<file path="src/rtl/sseg_display_arbiter_if.sv">
// Requester-side bundle for the seven-segment display arbiter: requests and
// frames in, grant/busy and the multiplexed an/seg pins out.
interface sseg_display_arbiter_if #(
  parameter int NUM_REQ = 4
);
  logic [NUM_REQ-1:0]    req;
  logic [32*NUM_REQ-1:0] frame;
  logic [NUM_REQ-1:0]    gnt;
  logic                  busy;
  logic [3:0]            an;
  logic [7:0]            seg;

  modport master (output req, frame, input gnt, busy, an, seg);
  modport slave  (input req, frame, output gnt, busy, an, seg);
endinterface

</file>
<file path="src/rtl/sseg_display_arbiter.sv">
// Round-robin owner arbitration with a time-slot limit for a 4-digit
// multiplexed seven-segment display; scans the owner's live frame onto an/seg.
module sseg_display_arbiter #(
  parameter int NUM_REQ        = 4,
  parameter int REFRESH_CYCLES = 65536,
  parameter int SLOT_CYCLES    = 50000000
) (
  input  logic                  clk,
  input  logic                  reset,
  sseg_display_arbiter_if.slave bus
);
  localparam int PW = $clog2(NUM_REQ);
  localparam int RW = (REFRESH_CYCLES > 1) ? $clog2(REFRESH_CYCLES) : 1;
  localparam int SW = (SLOT_CYCLES > 1) ? $clog2(SLOT_CYCLES) : 1;
  localparam logic [RW-1:0] REFRESH_LAST = RW'(REFRESH_CYCLES - 1);
  localparam logic [SW-1:0] SLOT_LAST    = SW'(SLOT_CYCLES - 1);

  typedef enum logic {IDLE, GRANT} state_t;

  state_t               state_q, state_d;
  logic [PW-1:0]        rr_q, rr_d;
  logic [PW-1:0]        owner_q, owner_d;
  logic [SW-1:0]        slot_q, slot_d;
  logic [RW-1:0]        refresh_q, refresh_d;
  logic [1:0]           scan_q, scan_d;
  logic [NUM_REQ-1:0]   gnt_q, gnt_d;
  logic                 busy_q, busy_d;
  logic [3:0]           an_q, an_d;
  logic [7:0]           seg_q, seg_d;

  logic [7:0]           frame_byte [NUM_REQ][4];
  logic [PW:0]          idle_pick, pre_pick;

  for (genvar gi = 0; gi < NUM_REQ; gi++) begin : g_req
    for (genvar gj = 0; gj < 4; gj++) begin : g_dig
      assign frame_byte[gi][gj] = bus.frame[32*gi + 8*gj +: 8];
    end
  end

  // First requester at base+first .. base+NUM_REQ-1 (circular); returns {hit, index}.
  function automatic logic [PW:0] pick(input logic [NUM_REQ-1:0] r,
                                       input logic [PW-1:0]      base,
                                       input int                 first);
    logic [PW:0] res;
    int          c;
    res = '0;
    for (int k = NUM_REQ - 1; k >= first; k--) begin
      c = int'(base) + k;
      if (c >= NUM_REQ) c = c - NUM_REQ;
      if (r[PW'(c)]) res = {1'b1, PW'(c)};
    end
    return res;
  endfunction

  function automatic logic [PW-1:0] wrap_inc(input logic [PW-1:0] i);
    return (i == PW'(NUM_REQ - 1)) ? '0 : i + PW'(1);
  endfunction

  assign idle_pick = pick(bus.req, rr_q, 0);
  assign pre_pick  = pick(bus.req, owner_q, 1);

  always_comb begin
    state_d = state_q;
    rr_d    = rr_q;
    owner_d = owner_q;
    slot_d  = slot_q;
    gnt_d   = gnt_q;
    busy_d  = busy_q;
    case (state_q)
      IDLE: begin
        if (idle_pick[PW]) begin
          state_d = GRANT;
          owner_d = idle_pick[PW-1:0];
          rr_d    = wrap_inc(idle_pick[PW-1:0]);
          slot_d  = '0;
          busy_d  = 1'b1;
          gnt_d   = '0;
          gnt_d[idle_pick[PW-1:0]] = 1'b1;
        end
      end
      default: begin
        // A dropped request wins over slot expiry in the same cycle.
        if (!bus.req[owner_q]) begin
          state_d = IDLE;
          slot_d  = '0;
          busy_d  = 1'b0;
          gnt_d   = '0;
        end else if (slot_q == SLOT_LAST) begin
          slot_d = '0;
          if (pre_pick[PW]) begin
            owner_d = pre_pick[PW-1:0];
            rr_d    = wrap_inc(pre_pick[PW-1:0]);
            gnt_d   = '0;
            gnt_d[pre_pick[PW-1:0]] = 1'b1;
          end
        end else begin
          slot_d = slot_q + SW'(1);
        end
      end
    endcase
  end

  always_comb begin
    refresh_d = refresh_q + RW'(1);
    scan_d    = scan_q;
    if (refresh_q == REFRESH_LAST) begin
      refresh_d = '0;
      scan_d    = scan_q + 2'd1;
    end
    // Display follows next-state busy/owner so it blanks or lights together with gnt.
    an_d  = busy_d ? ~(4'b0001 << scan_q) : 4'hF;
    seg_d = busy_d ? frame_byte[owner_d][scan_q] : 8'hFF;
  end

  always_ff @(posedge clk or posedge reset) begin
    if (reset) begin
      state_q   <= IDLE;
      rr_q      <= '0;
      owner_q   <= '0;
      slot_q    <= '0;
      refresh_q <= '0;
      scan_q    <= '0;
      gnt_q     <= '0;
      busy_q    <= 1'b0;
      an_q      <= 4'hF;
      seg_q     <= 8'hFF;
    end else begin
      state_q   <= state_d;
      rr_q      <= rr_d;
      owner_q   <= owner_d;
      slot_q    <= slot_d;
      refresh_q <= refresh_d;
      scan_q    <= scan_d;
      gnt_q     <= gnt_d;
      busy_q    <= busy_d;
      an_q      <= an_d;
      seg_q     <= seg_d;
    end
  end

  assign bus.gnt  = gnt_q;
  assign bus.busy = busy_q;
  assign bus.an   = an_q;
  assign bus.seg  = seg_q;
endmodule

</file>
<file path="src/flat_wrapper.sv">
// flat-port wrapper written by rule: the top's interface ports become plain ports
module sseg_display_arbiter_flat 
#(
  parameter int NUM_REQ        = 4,
  parameter int REFRESH_CYCLES = 65536,
  parameter int SLOT_CYCLES    = 50000000
)
  (clk, reset, bus_req, bus_frame, bus_gnt, bus_busy, bus_an, bus_seg);
  sseg_display_arbiter_if #(.NUM_REQ(NUM_REQ)) bus_i ();
  input  logic clk;
  input  logic reset;
  input wire logic [$bits(bus_i.req)-1:0] bus_req;
  input wire logic [$bits(bus_i.frame)-1:0] bus_frame;
  output wire logic [$bits(bus_i.gnt)-1:0] bus_gnt;
  output wire logic [$bits(bus_i.busy)-1:0] bus_busy;
  output wire logic [$bits(bus_i.an)-1:0] bus_an;
  output wire logic [$bits(bus_i.seg)-1:0] bus_seg;
  assign bus_i.req = bus_req;
  assign bus_i.frame = bus_frame;
  assign bus_gnt = bus_i.gnt;
  assign bus_busy = bus_i.busy;
  assign bus_an = bus_i.an;
  assign bus_seg = bus_i.seg;
  sseg_display_arbiter #(.NUM_REQ(NUM_REQ), .REFRESH_CYCLES(REFRESH_CYCLES), .SLOT_CYCLES(SLOT_CYCLES)) u_core (.clk(clk), .reset(reset), .bus(bus_i));
endmodule
</file>
<file path="config.mk">
export PLATFORM = sky130hd
export DESIGN_NAME = sseg_display_arbiter_flat
export DESIGN_NICKNAME = d
export VERILOG_FILES = /design/src/rtl/sseg_display_arbiter_if.sv /design/src/rtl/sseg_display_arbiter.sv /design/src/flat_wrapper.sv
export SDC_FILE = /design/constraint.sdc
export NUM_CORES = 1
export LEC_CHECK = 0
export CORE_AREA = 2 2 125 115
export DETAILED_ROUTE_END_ITERATION = 6
export DIE_AREA = 0 0 127 117
export GPL_TIMING_DRIVEN = 0
export SYNTH_ARGS = -nofsm -noshare
export SYNTH_HDL_FRONTEND = slang
export SYNTH_SLANG_ARGS = --single-unit
</file>
<file path="constraint.sdc">
create_clock -name clk -period 6.6 [get_ports clk]
set_input_delay 1.32 -clock clk [delete_from_list [all_inputs] [get_ports clk]]
set_output_delay 1.32 -clock clk [all_outputs]
set_load 0.03 [all_outputs]
</file>
Word-level counts from Yosys, hierarchy flattened
Cells that the tools add are included.
- bitwise operators: 3
- $add $sub $neg: 18
- multiplexer cells: 77
- $lt $le $gt $ge: 21
- reductions and logical operators: 5
- equality and inequality tests: 9
- shift operators: 1
- operator list (operator ; count):
    26-bit 2-to-1 mux ; 4
    32-bit binary-select mux with 2-bit select ; 1
    32-bit 2-to-1 mux ; 2
    2-bit 2-to-1 mux ; 19
    2-bit by 4-bit < comparator with 1-bit output (second input constant) ; 7
    26-bit by 1-bit adder with 26-bit output (second input constant) ; 1
    26-bit equality test (second input constant) ; 1
    3-bit greater-or-equal comparator (second input constant) ; 8
    4-bit 2-to-1 mux ; 6
    8-bit 2-to-1 mux ; 3
    1-bit 2-to-1 mux ; 23
    3-bit 2-to-1 mux ; 7
    16-bit by 1-bit adder with 16-bit output (second input constant) ; 1
    1-bit binary-select mux with 2-bit select ; 8
    8-bit binary-select mux with 2-bit select ; 1
    16-bit equality test (second input constant) ; 1
    16-bit 2-to-1 mux ; 1
    2-bit by 1-bit subtractor with 2-bit output (second input constant) ; 7
    2-bit by 2-bit adder with 3-bit output (second input constant) ; 4
    2-bit by 3-bit < comparator with 1-bit output (second input constant) ; 3
    2-bit by 1-bit adder with 2-bit output (second input constant) ; 3
    2-bit by 1-bit adder with 3-bit output (second input constant) ; 2
    2-bit != test (second input constant) ; 3
    3-bit != test (second input constant) ; 2
    11 further kinds ; 16
- register bits after elaboration: 66
- input port bits: 134
- logic and storage cells: 144
- output and inout bits: 17

Depth between registers and ports, before layout
Gate-level depths: netlist of the first run.
- depth after elaboration: 21
- gate-level depth with buffers: 12
- depth with buffers taken out: 10

Least setup slack after synthesis of the first run
OpenSTA, ideal clock, no wires.
- path type: input to register
- start point: in bus_req[1]
- end point: reg u_core.seg_q[0], in the netlist u_core.bus.seg[0]
- library setup time: 82 ps
- required time: 6518 ps
- stages on the path: 10
- setup slack: 2867 ps
- arrival: 3651 ps
- buffers on the path: 2
- path through: clkbuf_1 nor4_1 a21oi_1 o31ai_1 o31a_1 nand2_1 buf_1 a2111oi_0 nor4_1 a211o_1
- cells in the longest elaborated chain, start to end: 18
- elaborated cells between the ends (all ways): 46
- those cells by class: 45 x mux; 1 x bitwise
- RTL lines (what ; RTL line ; text):
    from (decl) ; flat_wrapper.sv:12 ; input wire logic [$bits(bus_i.req)-1:0] bus_req;
    1-bit binary-select mux with 2-bit select ; sseg_display_arbiter.sv:50 ; if (r[PW'(c)]) res = {1'b1, PW'(c)};
    1-bit 2-to-1 mux (not written as such) (2 in series) ; sseg_display_arbiter.sv:50 ;
    3-bit 2-to-1 mux (3 in series) ; sseg_display_arbiter.sv:50 ;
    2-bit 2-to-1 mux ; sseg_display_arbiter.sv:90 ; if (pre_pick[PW]) begin
    2-bit 2-to-1 mux ; sseg_display_arbiter.sv:88 ; end else if (slot_q == SLOT_LAST) begin
    2-bit 2-to-1 mux ; sseg_display_arbiter.sv:83 ; if (!bus.req[owner_q]) begin
    2-bit 2-to-1 mux ; sseg_display_arbiter.sv:69 ; case (state_q)
    2-bit NOT with 3-bit output (not written as such) ; sseg_display_arbiter.sv:112 ; seg_d = busy_d ? frame_byte[owner_d][scan_q] : 8'hFF;
    32-bit binary-select mux with 2-bit select ; sseg_display_arbiter.sv:112 ;
    32-bit 2-to-1 mux (not written as such) (2 in series) ; sseg_display_arbiter.sv:112 ;
    8-bit binary-select mux with 2-bit select ; sseg_display_arbiter.sv:112 ;
    8-bit 2-to-1 mux (not written as such) (2 in series) ; sseg_display_arbiter.sv:112 ;
    8-bit 2-to-1 mux * ; sseg_display_arbiter.sv:112 ;
    named net u_core.seg_d[0] ; sseg_display_arbiter.sv:29 ; logic [7:0] seg_q, seg_d;
    to (signal assigned) ; sseg_display_arbiter.sv:137 ; seg_q <= seg_d;
    to (decl) ; sseg_display_arbiter.sv:29 ;
The timed path passes the listed nets; every way through them passes the cells marked *. The select of a mux whose other input is x is not followed.
A chain may end at the register's enable or synchronous reset.

Worst setup path in the final report of the first run
- start point: in bus_req[0]
- end point: reg u_core.seg_q[2], in the netlist u_core.bus.seg[2]
Same word-level chain as after synthesis.

==> results of run 1 <==
## synth_stat cells (2+ instances only)
library cell / instances / share of area (%)
a2111oi_0: 16 / 3.0
a211o_1: 8 / 1.5
a21boi_0: 2 / 0.32
a21oi_1: 17 / 1.8
a31oi_1: 5 / 0.67
a41o_1: 7 / 1.5
and2_1: 5 / 0.67
and3_1: 38 / 5.1
buf_1: 2 / 0.16
buf_2: 5 / 0.53
buf_6: 3 / 0.72
clkbuf_1: 23 / 1.8
clkinv_1: 2 / 0.16
dfrtp_1: 54 / 29
dfstp_2: 12 / 6.7
ha_1: 14 / 3.7
inv_1: 13 / 1.0
mux2i_1: 42 / 9.0
nand2_1: 59 / 4.7
nand2b_1: 6 / 0.80
nand3_1: 35 / 3.7
nand4_1: 7 / 0.94
nor2_1: 27 / 2.2
nor2b_1: 2 / 0.27
nor3_1: 11 / 1.2
nor4_1: 12 / 1.6
o21ai_0: 55 / 5.9
o221ai_1: 8 / 1.5
o31ai_1: 8 / 1.3
or2_2: 2 / 0.27
or4b_1: 2 / 0.43
xnor2_1: 15 / 2.8
xor2_1: 7 / 1.3
## layer usage
metal  global-route usage, %  vias to the layer above  share of wire [%]
met4                   5.421                        2                1.5
met5                       0                        -              0.079
met2                   32.97                      151                 48
li1                        -                     2337                  -
met1                   26.18                     2236                 44
met3                   6.409                       18                6.8
## worst max-delay path by stage
stage | slack (ps) | endpoint | cells past startpoint
2_1_floorplan | 2870 | u_core.bus.seg[0] | 10
3_3_place_gp | 1250 | u_core.bus.seg[2] | 11
3_5_place_dp | 1250 | u_core.bus.seg[2] | 11
4_1_cts | 1600 | u_core.bus.seg[2] | 11
5_1_grt | 1100 | u_core.bus.seg[2] | 11
6_report | 1550 | u_core.bus.seg[2] | 11
## tightest hold or removal path, cell delays in order (launching register included)
cell     delay (ps)
dfrtp_1         340
nand2_1          40
o21ai_0          60
## kinds of logic (layout without fill, tap and decap cells)
| group | after synthesis | count (layout) | synth area share (%) |
|---|---|---|---|
| DFF | 66 | 66 | 35.60 |
| and+or+nand+nor | 214 | 214 | 23.25 |
| AOI/OAI and AO/OA | 135 | 135 | 19.13 |
| xor gates and xnor gates | 22 | 22 | 4.116 |
| buffers and inverters | 50 | 215 | 4.703 |
| adders and majority gates | 14 | 14 | 3.741 |
| muxes | 43 | 43 | 9.460 |
## metrics by stage
stage	power (W)	setup slack, ps	utilization [%]
detailed placement	0.001776	1251	46.89
CTS	0.002347	1597	49.47
global placement	0.001767	1248	46.74
finish	0.002339	1546	49.47
floorplan	0.001366	2867	-
global route	0.002502	1101	49.47
## layout make-up
class / instances / area (sq um) / share of cell area, %
clock buffers: 10 / 239.0 / 3.540
flip-flops and latches: 66 / 1667 / 24.69
repair buffers: 149 / 1501 / 22.24
clock inverters: 6 / 112.6 / 1.668
well taps: 172 / 215.2 / 3.188
multi-input cells: 428 / 2795 / 41.41
plain buffers: 34 / 160.2 / 2.373
inverters: 16 / 60.06 / 0.8897
## flip-flops by register name, indices dropped and copies added, names as in the netlist
| signal | count |
|---|---|
| u_core.state_q | 1 |
| u_core.bus.busy | 1 |
| u_core.rr_q | 2 |
| u_core.bus.seg | 8 |
| u_core.owner_q | 2 |
| u_core.bus.gnt | 4 |
| u_core.refresh_q | 16 |
| u_core.scan_q | 2 |
| u_core.slot_q | 26 |
| u_core.bus.an | 4 |
## power by group through the flow
stage	logic [W]	registers [W]	clock network, W
4_1_cts	0.00127	0.000510	0.000572
3_3_place_gp	0.00125	0.000514	0
6_report	0.00127	0.000510	0.000559
2_1_floorplan	0.000785	0.000581	0
5_1_grt	0.00140	0.000517	0.000590
3_5_place_dp	0.00126	0.000516	0
==> results.sh, run 1 <==
export IMPL_syn_area_sq_um=4682
export IMPL_instances_no_fill=881
export IMPL_hold_path_startpoint="u_core.bus.gnt[0]"
export IMPL_cpMostUsedCell="nor4_1"
export IMPL_worstReg2RegStart="u_core.slot_q[9]"
export IMPL_numCtsBuffers=9
export IMPL_ant_nets=0
export IMPL_relSlewSlack_pct=6.290
export IMPL_vias=4744
export IMPL_slew_violations=0
export IMPL_drc=0
export IMPL_final_common_cell="clkdlybuf4s50_1"
export IMPL_area_growth_pct=44.17
export IMPL_cts_resized=0
export IMPL_dpl_cell_count=865
export IMPL_drt_wirelength_per_cell_um=17.16
export IMPL_ctsHoldBuffers=0
export IMPL_cp_required_ps=6880
export IMPL_num_nets_final=852
export IMPL_hpwl_um=11840
export IMPL_holdPathStages=2
export IMPL_ys_seq_elements=66
export IMPL_cts_htree_levels=3
export IMPL_synth_edf_count=0
export IMPL_die_height_um=117
export IMPL_cp_slowest_cell="nor4_1"
export IMPL_r2r_end="u_core.bus.seg[2]"
export IMPL_r2r_slack_ps=2360
export IMPL_holdPathEnd="u_core.bus.gnt[0]"
export IMPL_synth_cell_types=53
export IMPL_ys_seq_area_share_pct=35.60
export IMPL_crit_buf_inv=3
export IMPL_grt_total_usage_pct=20.19
export IMPL_cts_path_max_buffers=2
export IMPL_cts_root_buf="clkbuf_16"
export IMPL_coreArea_sq_um=13650
export IMPL_globalplace_congestion=0.8913
export IMPL_drv_cap=0
export IMPL_ff2ff_path_depth=10
export IMPL_p_int_w=0.001382
export IMPL_placed_cell_area_sq_um=6399
export IMPL_final_hold_viol_count=0
export IMPL_crit_chain="clkdlybuf4s50_1 > nor4_1 > a21oi_1 > o31ai_1 > o31a_1 > buf_2 > buf_1 > nand3_1 > and3_1 > nor4_1 > a211o_1"
export IMPL_path_clk_slew_ps=60
export IMPL_finalSetupViolations=0
export IMPL_timing_final_crit_period_ps=5054
export IMPL_tightest_slew_ps=1393
export IMPL_synth_nets=692
export IMPL_cp_startpoint="bus_req[0]"
export IMPL_comb_power_share_pct=54.3
export IMPL_mostFrequentLayoutCells="148 x clkdlybuf4s50_1, 59 x nand2_1, 55 x o21ai_0"
export IMPL_crit_type="in -> reg"
export IMPL_cp_max_fo=10
export IMPL_portBuffers=148
export IMPL_row_count=41
export IMPL_async_reset_ff_share_pct=100.0
export IMPL_fmax_ghz=0.1979
export IMPL_pin_count=151
export IMPL_switching_share_pct=40.91
export IMPL_clk_latency_ps=340
export IMPL_drt_initial_drc_count=340
export IMPL_syn_area_per_cell_sq_um=8.607
export IMPL_die_w_um=127
export IMPL_final_cell_area_sq_um=6750
export IMPL_via_per_inst=5.385
export IMPL_initial_core_util_pct=34.31
export IMPL_end_kind="flip-flop"
export IMPL_min_path_type="reg -> reg"
export IMPL_syn_inst=544
export IMPL_grt_max_degree=42
export IMPL_status="finished, final reports clean"
export IMPL_drt_pass1_iterations=7
export IMPL_fin_skew_ps=7.504
export IMPL_grt_first_pass_wirelength_um=23470
export IMPL_clock_power_share_pct=23.9
export IMPL_power_frac_seq_pct=21.8
export IMPL_die_area_sq_um=14860
export IMPL_slowest_delay_ps=1030
export IMPL_rsz0062_at_grt="false"
export IMPL_diodes=0
export IMPL_synth_flop_cell="dfrtp_1"
export IMPL_fillers=1329
export IMPL_totalWireLength_um=15120
export IMPL_cp_start_kind="input pin"
export IMPL_final_setup_tns_ps=0
export IMPL_cts_sinks=66
export IMPL_p_sw_w=0.0009567
export IMPL_holdWs_ps=475.6
export IMPL_finalCritPeriodShare_pct=76.58
export IMPL_grt_pass1_vias=4653
export IMPL_yosysWarnings=0
export IMPL_post_cts_buffers=0
export IMPL_grt_ovfl_total=0
export IMPL_p_leak_nw=2.871
export IMPL_p_per_area_nw_per_um2=346.5
export IMPL_drive_gt1_share_pct=6.629
export IMPL_cts_tree="built"
export IMPL_antenna_found_initial=1
export IMPL_vdd_drop_max_uv=165.9
export IMPL_crit_family="simple AND/OR/NAND/NOR gates"
export IMPL_worstPathArrival_ps=5330
Power figures use the tool's default switching activity.
==> run 2: changes to the inputs <==
PLACE_DENSITY = 0.65   (was unset)
clock period = 4 ns   (was 6.6 ns; I/O delays follow)
==> run 2 against run 1 <==
Routed wire length fell by 0.51%. Flip-flop and latch count unchanged. Combinational power increased by 66%. Cell count unchanged. Cell area is 0.56% higher. Critical path depth down 3. Worst setup slack got worse by 1400 ps. Core utilization is 0.28 points higher. Sequential share of layout area decreased by 0.14 points. Critical path type is now reg -> reg. Largest power group unchanged.
==> results.sh, run 2 (synthesis gave the netlist of run 1 again) <==
export IMPL_cp_start_kind="flip-flop"
export IMPL_grt_total_usage_pct=20.04
export IMPL_cp_slowest_cell="nor4_1"
export IMPL_fillers=1308
export IMPL_cts_sinks=66
export IMPL_antenna_found_initial=0
export IMPL_crit_type="reg -> reg"
export IMPL_min_path_type="reg -> reg"
export IMPL_dpl_cell_count=865
export IMPL_largest_reg_flops=26
export IMPL_p_leak_nw=2.884
export IMPL_drive_gt1_share_pct=8.039
export IMPL_worstReg2RegStart="u_core.slot_q[9]"
export IMPL_r2r_slack_ps=100
export IMPL_die_area_sq_um=14860
export IMPL_p_per_area_nw_per_um2=565.9
export IMPL_timing_final_crit_period_ps=3901
export IMPL_die_height_um=117
export IMPL_die_w_um=127
export IMPL_row_count=41
export IMPL_clock_power_share_pct=23.1
export IMPL_post_cts_buffers=0
export IMPL_p_sw_w=0.001559
export IMPL_ff2ff_path_depth=8
export IMPL_grt_pass1_vias=4740
export IMPL_holdPathEnd="u_core.bus.gnt[0]"
export IMPL_totalPowerFinal_w=0.003841
export IMPL_slew_violations=0
export IMPL_cts_path_max_buffers=2
export IMPL_crit_buf_inv=0
export IMPL_finalCritPeriodShare_pct=97.53
export IMPL_cts_htree_levels=3
export IMPL_via_per_inst=5.477
export IMPL_comb_power_share_pct=55.0
export IMPL_final_hold_viol_count=0
export IMPL_grt_first_pass_wirelength_um=23430
export IMPL_globalplace_congestion=0.9462
export IMPL_worstPathArrival_ps=4160
export IMPL_cp_required_ps=4260
export IMPL_mostFrequentLayoutCells="148 x clkdlybuf4s50_1, 59 x nand2_1, 55 x o21ai_0"
export IMPL_crit_family="simple AND/OR/NAND/NOR gates"
export IMPL_top_register="u_core.slot_q"
export IMPL_cts_tree="built"
export IMPL_p_int_w=0.002282
export IMPL_slowest_delay_ps=1000
export IMPL_final_seq_area_sq_um=1667
export IMPL_drv_cap=0
export IMPL_cp_max_fo=8
export IMPL_path_clk_slew_ps=60
export IMPL_initial_core_util_pct=34.31
export IMPL_power_frac_seq_pct=21.9
export IMPL_rsz0062_at_grt="true"
export IMPL_cp_startpoint="u_core.slot_q[9]"
export IMPL_pin_count=151
export IMPL_area_growth_pct=44.98
export IMPL_end_kind="flip-flop"
export IMPL_multi_input_area_sq_um=2845
export IMPL_diodes=0
export IMPL_vdd_drop_max_uv=285.8
export IMPL_fin_skew_ps=7.256
export IMPL_cts_root_buf="clkbuf_16"
export IMPL_finalSetupViolations=0
export IMPL_grt_max_degree=43
export IMPL_fmax_ghz=0.2563
export IMPL_instances_no_fill=881
export IMPL_status="finished, final reports clean"
export IMPL_final_common_cell="clkdlybuf4s50_1"
export IMPL_coreArea_sq_um=13650
export IMPL_num_nets_final=852
export IMPL_holdPathStages=2
export IMPL_drc=0
export IMPL_hpwl_um=11890
export IMPL_portBuffers=148
export IMPL_clk_latency_ps=330
export IMPL_grt_ovfl_total=0
export IMPL_crit_chain="or4b_1 > or4_1 > nor3_2 > a311oi_1 > nor4_1 > a31oi_1 > nor4b_1 > a211o_1"
export IMPL_numCtsBuffers=9
export IMPL_vias=4825
export IMPL_tightest_slew_ps=1216
export IMPL_totalWireLength_um=15040
export IMPL_relSlewSlack_pct=18.16
export IMPL_drt_initial_drc_count=443
export IMPL_ant_nets=0
export IMPL_hold_path_startpoint="u_core.bus.gnt[0]"
export IMPL_drt_pass1_iterations=5
export IMPL_r2r_end="u_core.bus.seg[6]"
export IMPL_drt_wirelength_per_cell_um=17.07
export IMPL_switching_share_pct=40.59
==> run 2: repair_timing <==
| item | in CTS | in global routing |
|---|---|---|
| hold buffers | 0 | 0 |
| endpoints found under the setup margin | 8 | 8 |
| gates resized for setup | 6 | 7 |
==> run 2: routing by layer <==
| layer | share of wire, % | wire (um) | global-route usage (%) | up-vias |
|---|---|---|---|---|
| li1 | - | - | - | 2337 |
| met2 | 49 | 7336 | 33.62 | 140 |
| met1 | 45 | 6737 | 26.41 | 2327 |
| met5 | 0 | 0 | 0 | - |
| met3 | 4.9 | 738 | 4.318 | 21 |
| met4 | 1.5 | 227 | 5.714 | 0 |
==> run 2: metrics by stage <==
stage                     setup TNS, ps  instance area (sq um)  hold slack (ps)  utilization (%)  setup WS (ps)
after floorplan                       0                   4682            443.1                -          694.7
after global placement            -4434                   6379            464.4            46.74         -669.8
after detailed placement          -4612                   6399            474.6            46.89         -712.0
after CTS                             0                   6766            486.0            49.59          34.63
after global routing             -18.69                   6788            505.5            49.74         -18.69
final                                 0                   6788            483.0            49.74          98.89
==> run 2: worst max-delay path by stage <==
stage / end / slack [ps] / depth (start not counted)
after detailed placement: u_core.bus.seg[2] / -710 / 11
after floorplan: u_core.bus.seg[0] / 690 / 10
after CTS: u_core.bus.seg[3] / 30 / 9
after global placement: u_core.bus.seg[2] / -670 / 11
final: u_core.bus.seg[6] / 100 / 8
after global routing: u_core.bus.seg[6] / -20 / 8
==> run 2: power groups by stage <==
stage	clock (W)	sequential (W)	combinational, W
2_1_floorplan	0	0.000959	0.00130
3_3_place_gp	0	0.000847	0.00201
3_5_place_dp	0	0.000852	0.00205
4_1_cts	0.000906	0.000843	0.00208
5_1_grt	0.000943	0.000853	0.00230
6_report	0.000886	0.000842	0.00211
==> run 2: final cells by class <==
| cell class | count | share of cell area [%] |
|---|---|---|
| buffer | 34 | 2.433 |
| clock buffer | 10 | 3.373 |
| clock inverter | 6 | 1.548 |
| inverter | 16 | 0.8848 |
| multi-input combinational | 428 | 41.92 |
| sequential | 66 | 24.55 |
| tap | 172 | 3.171 |
| timing repair buffer | 149 | 22.12 |
==> run 2: tightest hold or removal path: stages (launching register included) <==
cell and delay [ps]:
dfrtp_1 340, nand2_1 50, o21ai_0 60
